--- config.mk ---
export PLATFORM = sky130hd
export DESIGN_NAME = branch_predict_unit_flat
export DESIGN_NICKNAME = d
export VERILOG_FILES = /design/src/rtl/branch_predict_unit_if.sv /design/src/rtl/branch_predict_unit.sv /design/src/flat_wrapper.sv
export SDC_FILE = /design/constraint.sdc
export NUM_CORES = 2
export LEC_CHECK = 0
export ABC_AREA = 1
export CAP_MARGIN = 20
export CORE_MARGIN = 2
export CORE_UTILIZATION = 30
export DETAILED_ROUTE_END_ITERATION = 16
export GPL_TIMING_DRIVEN = 0
export PLACE_DENSITY = 0.44
export SYNTH_ARGS = -nofsm -noshare
export SYNTH_HDL_FRONTEND = slang
export SYNTH_SLANG_ARGS = --single-unit
--- constraint.sdc ---
create_clock -name clk -period 4.1 [get_ports clk]
set_input_delay 0.82 -clock clk [delete_from_list [all_inputs] [get_ports clk]]
set_output_delay 0.82 -clock clk [all_outputs]
set_load 0.02 [all_outputs]
--- src/rtl/branch_predict_unit_if.sv ---
// branch_predict_unit_if: fetch/execute signals between the core and the branch predict unit
//   master (core): drives PCF and the E-stage resolve inputs, receives prediction/redirect/stats
//   slave  (unit): receives PCF/E-stage inputs, drives PredTakenF/PredTargetF, PCSrcE,
//                  MispredictE, RedirectPCE, BranchCnt, MispredCnt
interface branch_predict_unit_if #(
    parameter int XLEN  = 32,
    parameter int CNT_W = 16
);
    logic [XLEN-1:0]  PCF;
    logic             PredTakenF;
    logic [XLEN-1:0]  PredTargetF;
    logic             ValidE;
    logic             BranchE;
    logic             JumpE;
    logic [2:0]       funct3E;
    logic             ZeroE;
    logic             ALUResultEb0;
    logic [XLEN-1:0]  PCE;
    logic [XLEN-1:0]  PCTargetE;
    logic             PredTakenE;
    logic [XLEN-1:0]  PredTargetE;
    logic             PCSrcE;
    logic             MispredictE;
    logic [XLEN-1:0]  RedirectPCE;
    logic [CNT_W-1:0] BranchCnt;
    logic [CNT_W-1:0] MispredCnt;
    modport master (
        output PCF, ValidE, BranchE, JumpE, funct3E, ZeroE, ALUResultEb0, PCE, PCTargetE,
               PredTakenE, PredTargetE,
        input  PredTakenF, PredTargetF, PCSrcE, MispredictE, RedirectPCE, BranchCnt, MispredCnt
    );
    modport slave (
        input  PCF, ValidE, BranchE, JumpE, funct3E, ZeroE, ALUResultEb0, PCE, PCTargetE,
               PredTakenE, PredTargetE,
        output PredTakenF, PredTargetF, PCSrcE, MispredictE, RedirectPCE, BranchCnt, MispredCnt
    );
endinterface

--- src/rtl/branch_predict_unit.sv ---
// branch_predict_unit: direct-mapped branch predictor with E-stage resolve, redirect and training
//   clk, rst_n : core clock, asynchronous active-low reset
//   bp (slave) : F-stage lookup (PCF -> PredTakenF/PredTargetF), E-stage resolve
//                (-> PCSrcE/MispredictE/RedirectPCE) and saturating BranchCnt/MispredCnt
module branch_predict_unit #(
    parameter int XLEN    = 32,
    parameter int ENTRIES = 32,
    parameter int TAG_W   = 8,
    parameter int CNT_W   = 16
) (
    input logic clk,
    input logic rst_n,
    branch_predict_unit_if.slave bp
);
    localparam int IDX_W  = $clog2(ENTRIES);
    localparam int TAG_LO = IDX_W + 2;

    logic             valid_q  [ENTRIES];
    logic [TAG_W-1:0] tag_q    [ENTRIES];
    logic [XLEN-1:0]  target_q [ENTRIES];
    logic [1:0]       ctr_q    [ENTRIES];
    logic [CNT_W-1:0] branch_cnt_q, branch_cnt_d, mispred_cnt_q, mispred_cnt_d;
    logic [IDX_W-1:0] idx_f, idx_e;
    logic [TAG_W-1:0] tag_f, tag_e;
    logic [1:0]       ctr_e, ctr_d;
    logic             hit_f, hit_e, cond_e, ctrl_e, upd_e;
    logic             unused_ok;

    assign idx_f          = bp.PCF[TAG_LO-1:2];
    assign tag_f          = bp.PCF[TAG_LO+TAG_W-1:TAG_LO];
    assign hit_f          = valid_q[idx_f] && tag_q[idx_f] == tag_f;
    assign bp.PredTakenF  = hit_f && ctr_q[idx_f][1];
    assign bp.PredTargetF = bp.PredTakenF ? target_q[idx_f] : bp.PCF + XLEN'(4);

    // funct3[2] picks the slt/sltu flag, funct3[0] inverts the sense; 010/011 never take
    assign cond_e         = bp.funct3E[2] ? bp.ALUResultEb0 ^ bp.funct3E[0]
                                          : !bp.funct3E[1] && (bp.ZeroE ^ bp.funct3E[0]);
    assign ctrl_e         = bp.ValidE && (bp.BranchE || bp.JumpE);
    assign bp.PCSrcE      = bp.ValidE && (bp.BranchE ? cond_e : bp.JumpE);
    assign bp.MispredictE = ctrl_e && (bp.PCSrcE != bp.PredTakenE ||
                                       (bp.PCSrcE && bp.PredTargetE != bp.PCTargetE));
    assign bp.RedirectPCE = bp.PCSrcE ? bp.PCTargetE : bp.PCE + XLEN'(4);

    assign idx_e = bp.PCE[TAG_LO-1:2];
    assign tag_e = bp.PCE[TAG_LO+TAG_W-1:TAG_LO];
    assign hit_e = valid_q[idx_e] && tag_q[idx_e] == tag_e;
    assign ctr_e = ctr_q[idx_e];
    // a not-taken miss is not worth an entry; everything else resolved in E writes one
    assign upd_e = ctrl_e && (hit_e || bp.PCSrcE);
    // jumps always go strongly taken; fresh branches start weakly taken
    assign ctr_d = !bp.BranchE ? 2'b11 :
                   !hit_e      ? 2'b10 :
                   bp.PCSrcE   ? (ctr_e == 2'b11 ? ctr_e : ctr_e + 2'd1)
                               : (ctr_e == 2'b00 ? ctr_e : ctr_e - 2'd1);

    assign branch_cnt_d  = branch_cnt_q + CNT_W'(ctrl_e && !(&branch_cnt_q));
    assign mispred_cnt_d = mispred_cnt_q + CNT_W'(bp.MispredictE && !(&mispred_cnt_q));
    assign bp.BranchCnt  = branch_cnt_q;
    assign bp.MispredCnt = mispred_cnt_q;

    // index bits below and tag bits above the used slices are deliberately ignored
    assign unused_ok = ^{bp.PCF, bp.PCE};

    always_ff @(posedge clk or negedge rst_n) begin
        if (!rst_n) begin
            for (int i = 0; i < ENTRIES; i++) begin
                valid_q[i]  <= 1'b0;
                tag_q[i]    <= '0;
                target_q[i] <= '0;
                ctr_q[i]    <= 2'b01;
            end
            branch_cnt_q  <= '0;
            mispred_cnt_q <= '0;
        end else begin
            branch_cnt_q  <= branch_cnt_d;
            mispred_cnt_q <= mispred_cnt_d;
            if (upd_e) begin
                valid_q[idx_e] <= 1'b1;
                tag_q[idx_e]   <= tag_e;
                ctr_q[idx_e]   <= ctr_d;
                if (bp.PCSrcE) target_q[idx_e] <= bp.PCTargetE;
            end
        end
    end
endmodule

--- src/flat_wrapper.sv ---
// flat-port wrapper written by rule: the top's interface ports become plain ports
module branch_predict_unit_flat 
#(
    parameter int XLEN    = 32,
    parameter int ENTRIES = 32,
    parameter int TAG_W   = 8,
    parameter int CNT_W   = 16
)
  (clk, rst_n, bp_PCF, bp_ValidE, bp_BranchE, bp_JumpE, bp_funct3E, bp_ZeroE, bp_ALUResultEb0, bp_PCE, bp_PCTargetE, bp_PredTakenE, bp_PredTargetE, bp_PredTakenF, bp_PredTargetF, bp_PCSrcE, bp_MispredictE, bp_RedirectPCE, bp_BranchCnt, bp_MispredCnt);
  branch_predict_unit_if #(.XLEN(XLEN), .CNT_W(CNT_W)) bp_i ();
  input logic clk;
  input logic rst_n;
  input wire logic [$bits(bp_i.PCF)-1:0] bp_PCF;
  input wire logic [$bits(bp_i.ValidE)-1:0] bp_ValidE;
  input wire logic [$bits(bp_i.BranchE)-1:0] bp_BranchE;
  input wire logic [$bits(bp_i.JumpE)-1:0] bp_JumpE;
  input wire logic [$bits(bp_i.funct3E)-1:0] bp_funct3E;
  input wire logic [$bits(bp_i.ZeroE)-1:0] bp_ZeroE;
  input wire logic [$bits(bp_i.ALUResultEb0)-1:0] bp_ALUResultEb0;
  input wire logic [$bits(bp_i.PCE)-1:0] bp_PCE;
  input wire logic [$bits(bp_i.PCTargetE)-1:0] bp_PCTargetE;
  input wire logic [$bits(bp_i.PredTakenE)-1:0] bp_PredTakenE;
  input wire logic [$bits(bp_i.PredTargetE)-1:0] bp_PredTargetE;
  output wire logic [$bits(bp_i.PredTakenF)-1:0] bp_PredTakenF;
  output wire logic [$bits(bp_i.PredTargetF)-1:0] bp_PredTargetF;
  output wire logic [$bits(bp_i.PCSrcE)-1:0] bp_PCSrcE;
  output wire logic [$bits(bp_i.MispredictE)-1:0] bp_MispredictE;
  output wire logic [$bits(bp_i.RedirectPCE)-1:0] bp_RedirectPCE;
  output wire logic [$bits(bp_i.BranchCnt)-1:0] bp_BranchCnt;
  output wire logic [$bits(bp_i.MispredCnt)-1:0] bp_MispredCnt;
  assign bp_i.PCF = bp_PCF;
  assign bp_i.ValidE = bp_ValidE;
  assign bp_i.BranchE = bp_BranchE;
  assign bp_i.JumpE = bp_JumpE;
  assign bp_i.funct3E = bp_funct3E;
  assign bp_i.ZeroE = bp_ZeroE;
  assign bp_i.ALUResultEb0 = bp_ALUResultEb0;
  assign bp_i.PCE = bp_PCE;
  assign bp_i.PCTargetE = bp_PCTargetE;
  assign bp_i.PredTakenE = bp_PredTakenE;
  assign bp_i.PredTargetE = bp_PredTargetE;
  assign bp_PredTakenF = bp_i.PredTakenF;
  assign bp_PredTargetF = bp_i.PredTargetF;
  assign bp_PCSrcE = bp_i.PCSrcE;
  assign bp_MispredictE = bp_i.MispredictE;
  assign bp_RedirectPCE = bp_i.RedirectPCE;
  assign bp_BranchCnt = bp_i.BranchCnt;
  assign bp_MispredCnt = bp_i.MispredCnt;
  branch_predict_unit #(.XLEN(XLEN), .ENTRIES(ENTRIES), .TAG_W(TAG_W), .CNT_W(CNT_W)) u_core (.clk(clk), .rst_n(rst_n), .bp(bp_i));
endmodule
==> metrics.txt <==
CTS tree=yes; chip width=486.9 um; Top FF cell, synth=dfrtp_1; Slew Limit Fails=0; CP max-delay cell=o22ai_2; Core Rows=177; Int Pwr=28.37 mW; pwr dens=461.9 nW/um2; Sink Count=1408; Synth area leader=dfrtp_1; Synth warnings=0; Clock Tree Buf Depth=3; fin nets=9935; VDD IR max=0.0003235 V; Yosys cell types=50; Num CTS Buffers=172; starting DRC count in detailed routing=10460; Final Instance Count excl. Fillers=13000; area grow syn2layout=31.58%; DRC violations left=0; initial antenna violation count=56; violated checks=negative setup slack; global route total overflow=0; # setup viols final=68; critical path endpoint category=output port; Post-synth top cells=nand2_1 (2536), o21ai_0 (1766), dfrtp_1 (1376); max_cap viols=0; type of the worst setup path=in -> out; most frequent CP cell=buf_12; share of layout cells above drive strength 1=15.61%; Setup crit start=bp_PCF[2]; dpl cells=12450; endpoints failing hold=0; Tmin final=4.548 ns; worst rel slew slack=15.71%; WL final=477500 um; DRT Pass-1 Iters=8; CP arrival=3.73 ns; largest net degree at the start of global routing=175; sequential fraction of design power=41.1%; Die ar.=237100 um2; crit start category=primary input; Sw Pwr=14.15 mW; worst r2r src=u_core.tag_q[180]; Routed Antenna Nets=0; Comb pwr share=20.6%; setup tns final=-13.22 ns; skew final=0.03710 ns; htree depth=4; global-route wire length before repair=634500 um; gr usage total=39.31%; # IOs=238; Mapped Cells=9071; Seq cells post-synth=1408; Util after Layout=39.63%; placed cell areas=78080 um2; RSZ-0062 raised after global routing=yes; CTS Root Cell=clkbuf_16; biggest cell delay along the critical path=0.32 ns; Worst-Margin Slew=1.264 ns; Worst Path Required=3.28 ns; Post-synth ARST share=100.0%; critical path, cell by cell=buf_8 > buf_12 > inv_8 > buf_12 > buf_12 > buf_12 > buf_12 > buf_12 > buf_16 > buf_12 > buf_16 > nor2_1 > o22ai_2 > a21oi_1 > a31oi_2 > nand2_4 > o21ai_4 > buf_6; syn avg cell area=7.713 um2; routability cong.=1.030; fin crit share=110.9%; Pleak=41.99 nW; switching share of power=33.28%; mapped cell area=69960 um2; hold_sp=bp_PCE[8]; vias in the first global route=72040; fin area=92060 um2; worst hold path type=in -> reg; Clock power frac=38.3%; IO Port Bufs=227; drt via density=5.903; Peak Freq=219.9 MHz; crit-path max FO=9; floorplan core area=232300 um2; top cell type's share of synthesized area=49.21%; Final HPWL DP=347700 um; hold_ws=0.2653 ns; Die Ht=486.9 um; Synth area leaders=dfrtp_1 (49%), nand2_1 (14%), o21ai_0 (13%), nor2_1 (4.8%), clkbuf_1 (3.1%); detailed-route via count=76760; Worst Slack Setup Final=-0.4484 ns; Seq/Total Area, Yosys=50.42%; most frequent cell after synthesis=nand2_1; Reg clk slew, reported paths=0.06 ns; Worst-Skew Late Latency=0.86 ns; Initial Utilization=30.12%; number of synthesized flops with an enable pin=0; status=finished with violations; Net Count, Synth=9219; WL/cell=36.72 um
==> stage by stage <==
stage	setup slack (ns)	power, mW
after floorplan	0.4416	20.88
after global placement	-67.57	24.80
after detailed placement	-3.910	25.08
after CTS	-0.2959	42.06
after global routing	-0.3919	43.82
final	-0.4484	42.52
==> cell families (layout without fill, tap and decap cells) <==
kind of cell | Yosys count | count (layout) | synth area share (%)
and+or+nand+nor | 4113 | 4113 | 23.97
AOI/OAI and AO/OA | 2348 | 2348 | 17.91
DFF | 1408 | 1408 | 50.42
buffers and inverters | 1122 | 1978 | 6.649
xor gates and xnor gates | 71 | 71 | 0.8888
adders and majority gates | 9 | 9 | 0.1610
other | 0 | 34 | 0
==> final timing paths <==
path | to | slack, ns | depth (start not counted)
setup / recovery | bp_PredTargetF[2] | -0.45 | 18
hold / removal | u_core.tag_q[249] | 0.27 | 3
setup reg to reg | u_core.tag_q[135] | 0.40 | 15
hold reg to reg | u_core.tag_q[46] | 0.47 | 2
max in group asynchronous | u_core.target_q[841] | 0.73 | 6
min in group asynchronous | u_core.tag_q[34] | 0.63 | 2
==> layout by cell type (no fill, tap or decap), types with 26 or more instances in the layout <==
cell / count
a21oi_1: 117
buf_12: 102
buf_16: 51
buf_2: 91
buf_4: 201
buf_6: 65
buf_8: 91
clkbuf_1: 416
clkbuf_16: 208
clkbuf_2: 53
clkbuf_4: 56
clkbuf_8: 98
clkdlybuf4s50_1: 140
dfrtp_1: 1375
dfstp_2: 32
diode_2: 34
inv_1: 283
nand2_1: 2463
nand2_2: 46
nand3_1: 296
nand4_1: 289
nor2_1: 828
nor2_4: 42
o211ai_1: 54
o21ai_0: 1679
o21ai_1: 97
o21ai_2: 27
o22ai_1: 119
o22ai_2: 71
xnor2_1: 26
xor2_1: 45
==> repair_timing <==
item,4_1_cts,5_1_grt
pin swaps,176,148
hold buffers,1,0
setup endpoints to repair,1267,62
buffers inserted,129,68
cloned,7,3
resized for setup,1537,319
endpoints found under the hold margin,8,0
==> layer usage <==
metal | GRT usage (%) | part of all wire (%)
met2 | 58.87 | 43
met4 | 35.38 | 11
met3 | 10.62 | 9.4
met5 | 0 | 0.027
met1 | 46.03 | 37
==> cell type report <==
cell class	count	area, um2
clock buffer	259	5195
buffer	813	6365
multi-input combinational	6541	32790
inverter	307	1230
sequential	1408	35280
clock inverter	55	701.9
tap	3043	3807
timing repair buffer	544	6611
fill	24080	140300
antenna	34	85.08
==> power by group through the flow <==
| stage | combinational [mW] | sequential (mW) | clock [mW] |
|---|---|---|---|
| floorplan | 3.74 | 17.1 | 0 |
| global placement | 7.07 | 17.7 | 0 |
| detailed placement | 7.49 | 17.6 | 0 |
| CTS | 8.31 | 17.4 | 16.4 |
| global route | 9.25 | 17.6 | 16.9 |
| finish | 8.77 | 17.5 | 16.3 |
==> flip-flops by register name, indices dropped and copies added (netlist names) <==
signal / cells
u_core.target_q: 1024
u_core.tag_q: 256
u_core.ctr_q: 64
u_core.valid_q: 32
u_core.bp.BranchCnt: 16
u_core.bp.MispredCnt: 16
==> worst max-delay path: cells and delay by family <==
kind                   cells  cell delay [ns]
AOI/OAI and AO/OA          4             0.95
and+or+nand+nor            2             0.15
buffers and inverters     12             1.72
(Power assumes the default switching activity.)
